**src/rtl/pixel_stream_rx_pkg.sv**
```systemverilog
// Shared definitions for the raster pixel stream (Pixel/Line/Frame) source and sink.
package pixel_stream_rx_pkg;

  typedef enum logic [1:0] {
    StSync,
    StCapture,
    StDrop
  } state_e;

  localparam int unsigned PIX_COLS     = 10;
  localparam int unsigned PIX_ROWS     = 10;
  localparam int unsigned FRAME_PIXELS = PIX_COLS * PIX_ROWS;

  function automatic int unsigned addr_width(input int unsigned pixels);
    return (pixels > 1) ? $clog2(pixels) : 1;
  endfunction

  localparam int unsigned PIX_ADDR_W = addr_width(FRAME_PIXELS);

endpackage

```
**src/rtl/pixel_stream_rx_frame_ram.sv**
```systemverilog
// Ping-pong frame store: simple dual-port RAM, synchronous write, registered read.
module pixel_stream_rx_frame_ram #(
  parameter int unsigned Depth = 200,
  parameter int unsigned AddrW = 8,
  parameter int unsigned DataW = 8
) (
  input  logic             clk,
  input  logic             rst_n,
  input  logic             we,
  input  logic [AddrW-1:0] waddr,
  input  logic [DataW-1:0] wdata,
  input  logic [AddrW-1:0] raddr,
  output logic [DataW-1:0] rdata
);

  logic [DataW-1:0] mem [Depth];

  always_ff @(posedge clk) begin
    if (we) begin
      mem[waddr] <= wdata;
    end
  end

  // Only the output register is reset; array contents survive reset.
  always_ff @(posedge clk or negedge rst_n) begin
    if (!rst_n) begin
      rdata <= '0;
    end else begin
      rdata <= mem[raddr];
    end
  end

endmodule

```
**src/rtl/pixel_stream_rx.sv**
```systemverilog
// Pixel stream sink: rebuilds (col,row) from framing strobes, checks framing and
// captures complete frames into a two-bank buffer handed to the downstream reader.
module pixel_stream_rx
  import pixel_stream_rx_pkg::*;
#(
  parameter int unsigned COLS   = PIX_COLS,
  parameter int unsigned ROWS   = PIX_ROWS,
  parameter int unsigned ADDR_W = PIX_ADDR_W
) (
  input  logic              Clk,
  input  logic              nReset,
  input  logic [7:0]        In_Pixel,
  input  logic              In_Valid,
  input  logic              In_Line,
  input  logic              In_Frame,
  input  logic [ADDR_W-1:0] Rd_Addr,
  output logic [7:0]        Rd_Data,
  output logic              Rd_Avail,
  output logic              Rd_Bank,
  input  logic              Rd_Release,
  output logic              Frame_Ready,
  output logic              Err_Line,
  output logic              Err_Frame,
  output logic [7:0]        Drop_Count
);

  localparam int unsigned ColW     = (COLS > 1) ? $clog2(COLS) : 1;
  localparam int unsigned RowW     = (ROWS > 1) ? $clog2(ROWS) : 1;
  localparam int unsigned FramePix = COLS * ROWS;
  localparam int unsigned RamDepth = 2 * FramePix;
  localparam int unsigned RamAw    = $clog2(RamDepth);
  localparam logic [ColW-1:0] LastCol = ColW'(COLS - 1);
  localparam logic [RowW-1:0] LastRow = RowW'(ROWS - 1);

  state_e            state_q, state_d;
  logic [ColW-1:0]   ecol_q, ecol_d;
  logic [RowW-1:0]   erow_q, erow_d;
  logic              wr_bank_q, wr_bank_d;
  logic              rd_bank_q, rd_bank_d;
  logic [1:0]        full_q, full_d;
  logic [7:0]        drop_q, drop_d;
  logic              frame_ready_q, frame_ready_d;
  logic              err_line_q, err_line_d;
  logic              err_frame_q, err_frame_d;

  logic              we;
  logic [ADDR_W-1:0] wr_addr;
  logic [RamAw-1:0]  ram_waddr, ram_raddr;
  logic              line_exp, frame_exp, framing_ok, last_pix, start;

  always_comb begin
    state_d       = state_q;
    ecol_d        = ecol_q;
    erow_d        = erow_q;
    wr_bank_d     = wr_bank_q;
    rd_bank_d     = rd_bank_q;
    full_d        = full_q;
    drop_d        = drop_q;
    frame_ready_d = 1'b0;
    err_line_d    = 1'b0;
    err_frame_d   = 1'b0;
    we            = 1'b0;
    start         = 1'b0;
    wr_addr       = ADDR_W'(erow_q) * ADDR_W'(COLS) + ADDR_W'(ecol_q);

    line_exp   = (ecol_q == '0);
    frame_exp  = line_exp && (erow_q == '0);
    framing_ok = (In_Line == line_exp) && (In_Frame == frame_exp);
    last_pix   = (ecol_q == LastCol) && (erow_q == LastRow);

    if (In_Valid) begin
      unique case (state_q)
        StSync: start = In_Frame;
        StCapture, StDrop: begin
          if (!framing_ok) begin
            err_line_d  = (In_Line != line_exp);
            err_frame_d = (In_Frame != frame_exp);
            state_d     = StSync;
            // An unexpected frame strobe is itself a valid frame start.
            start       = In_Frame;
          end else begin
            we = (state_q == StCapture);
            if (last_pix) begin
              state_d = StSync;
              if (state_q == StCapture) begin
                full_d[wr_bank_q] = 1'b1;
                wr_bank_d         = ~wr_bank_q;
                frame_ready_d     = 1'b1;
              end
            end else if (ecol_q == LastCol) begin
              ecol_d = '0;
              erow_d = erow_q + RowW'(1);
            end else begin
              ecol_d = ecol_q + ColW'(1);
            end
          end
        end
        default: state_d = StSync;
      endcase
    end

    // Bank availability comes from full_q, so a same-cycle release only helps later starts.
    if (start) begin
      ecol_d  = ColW'(1);
      erow_d  = '0;
      wr_addr = '0;
      if (!full_q[wr_bank_q]) begin
        state_d = StCapture;
        we      = 1'b1;
      end else begin
        state_d = StDrop;
        if (drop_q != 8'hFF) begin
          drop_d = drop_q + 8'd1;
        end
      end
    end

    if (Rd_Release && full_q[rd_bank_q]) begin
      full_d[rd_bank_q] = 1'b0;
      rd_bank_d         = ~rd_bank_q;
    end
  end

  always_ff @(posedge Clk or negedge nReset) begin
    if (!nReset) begin
      state_q       <= StSync;
      ecol_q        <= '0;
      erow_q        <= '0;
      wr_bank_q     <= 1'b0;
      rd_bank_q     <= 1'b0;
      full_q        <= 2'b00;
      drop_q        <= '0;
      frame_ready_q <= 1'b0;
      err_line_q    <= 1'b0;
      err_frame_q   <= 1'b0;
    end else begin
      state_q       <= state_d;
      ecol_q        <= ecol_d;
      erow_q        <= erow_d;
      wr_bank_q     <= wr_bank_d;
      rd_bank_q     <= rd_bank_d;
      full_q        <= full_d;
      drop_q        <= drop_d;
      frame_ready_q <= frame_ready_d;
      err_line_q    <= err_line_d;
      err_frame_q   <= err_frame_d;
    end
  end

  always_comb begin
    ram_waddr = RamAw'(wr_addr) + (wr_bank_q ? RamAw'(FramePix) : RamAw'(0));
    ram_raddr = RamAw'(Rd_Addr) + (rd_bank_q ? RamAw'(FramePix) : RamAw'(0));
  end

  pixel_stream_rx_frame_ram #(
    .Depth(RamDepth),
    .AddrW(RamAw),
    .DataW(8)
  ) u_frame_ram (
    .clk  (Clk),
    .rst_n(nReset),
    .we   (we),
    .waddr(ram_waddr),
    .wdata(In_Pixel),
    .raddr(ram_raddr),
    .rdata(Rd_Data)
  );

  assign Rd_Avail    = |full_q;
  assign Rd_Bank     = rd_bank_q;
  assign Frame_Ready = frame_ready_q;
  assign Err_Line    = err_line_q;
  assign Err_Frame   = err_frame_q;
  assign Drop_Count  = drop_q;

endmodule

```
**config.mk**
```make
export PLATFORM = sky130hd
export DESIGN_NAME = pixel_stream_rx
export DESIGN_NICKNAME = d
export VERILOG_FILES = /design/src/rtl/pixel_stream_rx_pkg.sv /design/src/rtl/pixel_stream_rx_frame_ram.sv /design/src/rtl/pixel_stream_rx.sv
export SDC_FILE = /design/constraint.sdc
export NUM_CORES = 2
export LEC_CHECK = 0
export BUFFER_PORTS_ARGS = -buffer_cell sky130_fd_sc_hd__buf_2
export CAP_MARGIN = 5
export CORE_UTILIZATION = 30
export CTS_CLUSTER_DIAMETER = 150
export DETAILED_ROUTE_END_ITERATION = 16
export PLACE_DENSITY_LB_ADDON = 0.2
export SYNTH_ARGS = -nofsm -noshare
export SYNTH_HDL_FRONTEND = slang
export SYNTH_SLANG_ARGS = --single-unit
```
**constraint.sdc**
```tcl
create_clock -name Clk -period 4.13 [get_ports Clk]
set_clock_uncertainty 0.1 [all_clocks]
set_input_delay 1.239 -clock Clk [delete_from_list [all_inputs] [get_ports Clk]]
set_output_delay 1.239 -clock Clk [all_outputs]
set_load 0.05 [all_outputs]
```
# After elaboration in Yosys (flattened, before gate mapping)
# Memories as Yosys holds them, arrays and structs flattened. A register that Yosys moved wholly into a read port is not among the register bits.
# Index checks and enable logic that the tools add are counted.
# word_totals
input_bits	21
out_inout_bits	21
reg_bits	25
word_cells	116
mem_bits_rw	1600
mem_count	1
# op_classes
multipliers	1
eq_ne	12
n_reduce_logical	21
n_addsub	6
bitwise	5
n_lt_le_gt_ge	4
muxes	56
# memory_table
memory	words	width	read_ports	rd_clocked_by_memory_dff	write_ports	line	text
u_frame_ram.mem	200	8	1	1	1	pixel_stream_rx_frame_ram.sv:16	logic [DataW-1:0] mem [Depth];
# op_table
op	count
$mux W4	12
$mux W1	26
$mux W2	11
$mux W7	3
$add A7 B7 Y8	2
$reduce_and A5 Y1	2
$add A4 B1 Y4 const B	2
$add A8 B1 Y8 const B	1
$eq A4 B4 Y1 const B	2
$logic_not A4 Y1	2
$ne A8 B8 Y1 const B	1
$reduce_bool A2 Y1	4
$add A7 B4 Y7	1
$logic_and A1 B1 Y1	6
$mul A4 B3 Y6 const B	1
$reduce_and A3 Y1	2
$lt A1 B2 Y1 const B	2
$ne A4 B4 Y1 const B	1
$pmux W2 S2	1
$reduce_and A4 Y1	1
$reduce_or A2 Y1	2
$and A2 B2 Y2	1
$demux W1 S1	2
$eq A1 B1 Y1	2
other kinds (12)	15

# Depth between registers and ports, before layout
# depth
depth_word	12
ltp_mapped	15
mapped_depth_nobuf	13

# Hierarchy
# From an unflattened synthesis, not the netlist that was laid out.
# unflattened
cells_unflattened	3233
area_unflattened_um2	64655.8
# modules_own_cells
mod	area_per_inst_um2	seq_area_each_um2	cells_per_inst	instances
pixel_stream_rx_frame_ram	62667.6	48246.3	3030	1
pixel_stream_rx	1988.2	625.6	203	1

# Worst setup path after synthesis
# No wires, ideal clock.
# synth_timing
path_kind	in2reg
start	in In_Frame
end	mem u_frame_ram.mem[119][0], enable pin
path_buffers	3
t_arrival_ps	3926
path_slack_ps	-280
t_required_ps	3647
cell_stages	12
setup_time_ps	383
cell_sequence	nand2_1 -> nor2_1 -> o21a_1 -> clkbuf_1 -> nor2_1 -> ha_1 -> a21oi_1 -> o21a_1 -> buf_2 -> nand2_1 -> buf_2 -> nor3_1
# synth_via
elab_chain_cells	9
word_cells_on_any_way	14
classes_between	1 x add/sub; 1 x eq/ne; 11 x mux; 1 x reduce/logical
# synth_rtl
element	line	text
from (decl)	pixel_stream_rx.sv:15	input logic In_Frame,
branches (longest 9 deep; another with $add A7 B7 Y8)	n/a	
to (decl)	pixel_stream_rx_frame_ram.sv:16	
# Several ways; the timed one is not identified.

# Worst setup path in the final report
# layout_timing
start	reg erow_q[1]
end	mem u_frame_ram.mem[179][3], enable pin
# layout_via
elab_chain_cells	11
word_cells_on_any_way	18
classes_between	2 x add/sub; 1 x mul; 1 x eq/ne; 11 x mux; 3 x reduce/logical
# layout_rtl
element	line	text
from (decl)	pixel_stream_rx.sv:37	logic [RowW-1:0] erow_q, erow_d;
from (signal assigned)	pixel_stream_rx.sv:139	erow_q <= erow_d;
branches (longest 11 deep; another with $add A7 B7 Y8)	n/a	
# Several ways; the timed one is not identified.

==> results.md <==
Outcome:
- The run finished with clean final reports.

Worst setup path:
- The worst setup path is captured at a flop.
- Traced cell by cell, the critical path runs through ha_1 > ha_1 > inv_1 > fa_1 > nor3b_2 > xnor2_1 > nor2_1 > ha_4 > buf_4 > nand2_1 > buf_4 > o21ai_4 > nand3_2 > buf_12 > nor2_1 > buf_4.
- The worst reg-to-reg setup slack is around 200 ps.
- In this run the worst path has a maximum fanout of 16.
- The largest single stage delay on the critical path is between 400 and 500 ps.
- The buffers plus inverters on the worst setup path is 5.
- The number of cells on the worst reg-to-reg path is 16.
- The standard cell with the maximum stage delay on the critical path is fa_1.
- The cell family contributing the most delay on the critical path is adder cells.
- The end of the worst register-to-register path is u_frame_ram.mem[179][3].
- The reg-to-reg startpoint is erow_q[1].
- In this design, the critical path's most frequently occurring cell is buf_4.
- The nature of the critical path startpoint is a flop.
- At the worst endpoint, the required time is approximately 4600 ps.
- The critical path is of the reg -> reg type.
- The data arrival time of the critical path is between 4000 and 5000 ps.

Power:
- VDD sags by at most roughly 0.44 mV.
- The static leakage power is 25.5 nW.
- The total power of the final layout is around 36 mW.
- The power per unit of standard cell area is 456 nW/um^2.

Timing:
- The time the worst path needs with I/O delays and setup is between 3000 and 4000 ps.
- Summed over all failing endpoints, the final setup total negative slack is 0 ps.
- The final number of hold-violating endpoints is 0.
- At the pin with the least slew margin, the transition time is ~1000 ps.
- Setup violations remaining at the end of the flow were counted as 0.
- The number of slew-limit violations in the final report came to 0.
- Once routing completed, OpenROAD measured the worst setup slack at roughly 200 ps.
- The period utilization is a little over nine tenths.
- Measured against its own limit, the worst slew margin works out to 33.0%.
- The fmax is around 250 MHz.

Yosys:
- The synthesized design devotes to its leading area cell type approximately three quarters of total area.
- The post-synthesis share of cell area spent on xor and xnor gates is 0.404%.
- The summed instance area of the synthesized netlist is roughly 65000 um^2.
- The average size of a mapped cell is between 20 and 25 um^2.
- The distinct cell type count of the synthesized netlist is between 70 and 80.
- Sequential cells were found to cover around three quarters of the synthesized design area.
- The async set-or-reset flop fraction in the synthesized netlist is roughly 2%.
- The number of enable flip-flop cells after synthesis is between 1500 and 2000.
- The dominant register cell in the synthesized netlist is edfxtp_1.
- Yosys printed 0 warnings.
- The fraction of synthesized area in multiplexers is around 16%.
- The most area-hungry cell type in the Yosys netlist is edfxtp_1.
- The total nets after synthesis is slightly above 3000.
- Summing the areas of all fa, ha and maj instances in the mapped netlist gives 0.526% of the synthesized area.
- After synthesis, the cell types taking the most area are edfxtp_1 74%, mux4_2 14%, mux2i_1 1.4%.
- In the synthesized netlist, the number of instances is just over 3000.
- Counting flops and latches in the post-synthesis netlist gives 1633.
- By area, the combinational part of the netlist is dominated by multiplexers.
- The synthesized-area fraction occupied by and/or/nand/nor cells is under 10%.
- The synthesized netlist devotes 2.57% of its cell area to compound gates.

Route:
- The initial detailed-routing violation count is around 2800.
- Detailed routing inserted a total of around 33000 vias.
- After detailed routing, the number of remaining DRC violations is 0.
- The final routed wirelength across all metal layers is between 150000 and 200000 um.
- The average detailed-routed wire length per instance is between 20 and 30 um.
- The number of nets with antenna violations after routing is 0.
- The first detailed-routing pass ran for 7 iterations.
- The number of vias per cell after detailed routing is 4.92.

Global routing:
- Entering global routing, the biggest net connects 77 pins.
- The global-route usage over all layers is about 17%.
- The number of antenna violations at the first check in global routing is 7.
- The first-pass GRT wire length is approximately 260000 um.
- The residual overflow from global routing is 0.
- The number of global-route vias before repair is ~34000.

Final layout:
- Registers take 48900 um^2.
- The final-layout fill cell count is ~20000.
- Cells with a size suffix above 1 make up about a third of the layout.
- The area growth from synthesis to layout is 21.5%.
- The area of the multi-input gates is 15100 um^2.
- At the end of the flow, the number of nets in the layout was between 3000 and 4000.
- After routing the design area is 78600 um^2.

Worst hold path:
- The hold-critical path endpoint is Drop_Count[5].
- Counting instances, the worst hold path has a depth of 1.
- The worst hold path class is reg -> reg.
- The hold path startpoint is Drop_Count[5].

Die:
- The number of I/O pins is between 40 and 50.
- The die is about 470 um tall.
- The floorplan step defined a core boundary enclosing 214000 um^2.
- The die is 466 um wide.
- The number of placement rows is 170.
- The effective utilization at floorplan is between 30% and 40%.
- The die area is around 220000 um^2.

Clock network:
- The TritonCTS clock tree is done.
- At the later pin of the worst-skew pair, clock insertion delay measures about 830 ps.
- The clock slew seen by the registers of the worst setup and hold paths is 60 ps.
- Clock tree synthesis inserted a total of roughly 170 buffers.
- The number of sinks handled by clock tree synthesis is about 1600.
- The buffer levels on the longest clock path is 3.
- The H-tree was split into 4 levels.
- The tree is rooted in a clkbuf_16.

Placement:
- The cell area reported after detailed placement is approximately 73000 um^2.
- At the end of routability-driven placement, the weighted congestion stood at between 0.8 and 0.9.
- Prior to clock tree synthesis, the placed netlist has a worst setup slack of -324 ps.
- In this run the tool buffered the top-level ports with 41 buffer cells.
- The final HPWL from detailed placement is ~120000 um.

Job:
- Max-cap violations in this run came to 0.
-- sequential cells by signal, summed over array words and instances, names as in the netlist --
name,count
Drop_Count,8
Err_Frame,1
Err_Line,1
Frame_Ready,1
Rd_Bank,1
ecol_q,4
erow_q,4
full_q,2
state_q,2
u_frame_ram.mem,1600
u_frame_ram.rdata,8
wr_bank_q,1
-- power breakdown --
| group | switching (mW) | internal (mW) |
|---|---|---|
| clock | 6.51 | 8.79 |
| combinational | 1.38 | 0.861 |
| sequential | 0.0424 | 18.2 |
| total | 7.93 | 27.9 |
-- final cells by class --
type	count	area share [%]
clock inverters	99	1.23
multi-input cells	1244	19.2
diodes	2	0.00637
inverters	16	0.0796
clock buffers	220	5.81
repair buffers	572	6.94
flip-flops and latches	1633	62.2
well taps	2838	4.52
-- worst max-delay path by stage --
stage | start | endpoint | slack [ps] | cells past startpoint
after floorplan | In_Line | u_frame_ram.mem[100][0] | -230 | 12
after global routing | ecol_q[1] | u_frame_ram.mem[109][5] | -9 | 12
after global placement | In_Frame | u_frame_ram.mem[59][2] | -360 | 13
after detailed placement | In_Frame | u_frame_ram.mem[116][0] | -320 | 13
final | erow_q[1] | u_frame_ram.mem[179][3] | 200 | 16
after CTS | erow_q[1] | u_frame_ram.mem[36][4] | 2 | 16
-- Yosys cell counts, drive strengths merged, types with 7 or more instances --
cell and n:
dfrtp 33, edfxtp 1600, nand3 27, mux4 414, xor2 10, nand2 80
ha 24, nor4 9, a31oi 9, o21ai 23, a21oi 37, o22ai 24
a221oi 7, clkbuf 55, nand4 12, nor3 81, o221ai 42, a211oi 39
xnor2 16, nor2 198, and2 17, mux2i 90, nand2b 7, inv 16
buf 123, nor2b 15
-- layout by cell type (no fill, tap or decap), drive strengths merged, types with 6 or more instances in the layout --
cell      count
buf         572
o21ai        23
mux2i        90
inv          27
nand2b        7
xor2         10
o221ai       42
a211oi       39
a31oi         9
a22o          6
clkbuf      220
nand2        80
xnor2        16
nand4        12
bufinv       15
and2         17
ha           24
nand3        27
nor2        198
a22oi         6
nor3         81
a21oi        37
clkinv       67
nor2b        15
dfrtp        33
o22ai        24
edfxtp     1600
mux4        414
a221oi        7
clkinvlp      6
nor4          9
-- cells by family (layout without fill, tap and decap cells) --
logic type / after synthesis / after routing
flip-flops: 1633 / 1633
multiplexers: 507 / 507
AND/OR/NAND/NOR: 459 / 459
AO/OA/AOI/OAI: 226 / 226
buffers and inverters: 194 / 907
adder cells (fa/ha/maj): 26 / 26
XOR/XNOR: 26 / 26
other: 0 / 2
-- repair_timing --
item / 4_1_cts / 5_1_grt
gates resized for setup: 4 / 18
endpoints found under the setup margin: 650 / 1257
hold buffers: 0 / 0
cloned: 0 / 0
pin swaps: 2 / 1
setup buffers: 2 / 0
-- per-layer routing --
layer	vias up	track usage, %	wire length (um)	share of wire [%]
li1	14016	-	-	-
met1	17420	22.9	79600	44
met5	-	0	0	0
met4	0	5.31	5010	2.8
met2	902	26.5	86100	48
met3	246	2.86	8760	4.9
-- metrics by stage --
| stage | hold slack (ps) | util (%) | instances |
|---|---|---|---|
| after CTS | 397 | 36.6 | 6622 |
| after global placement | 379 | 34.0 | 6301 |
| final | 398 | 36.6 | 6624 |
| after detailed placement | 386 | 34.0 | 6301 |
| after floorplan | 383 | - | 3071 |
| after global routing | 419 | 36.6 | 6623 |
Note: power is estimated with default switching activity, not from simulation.
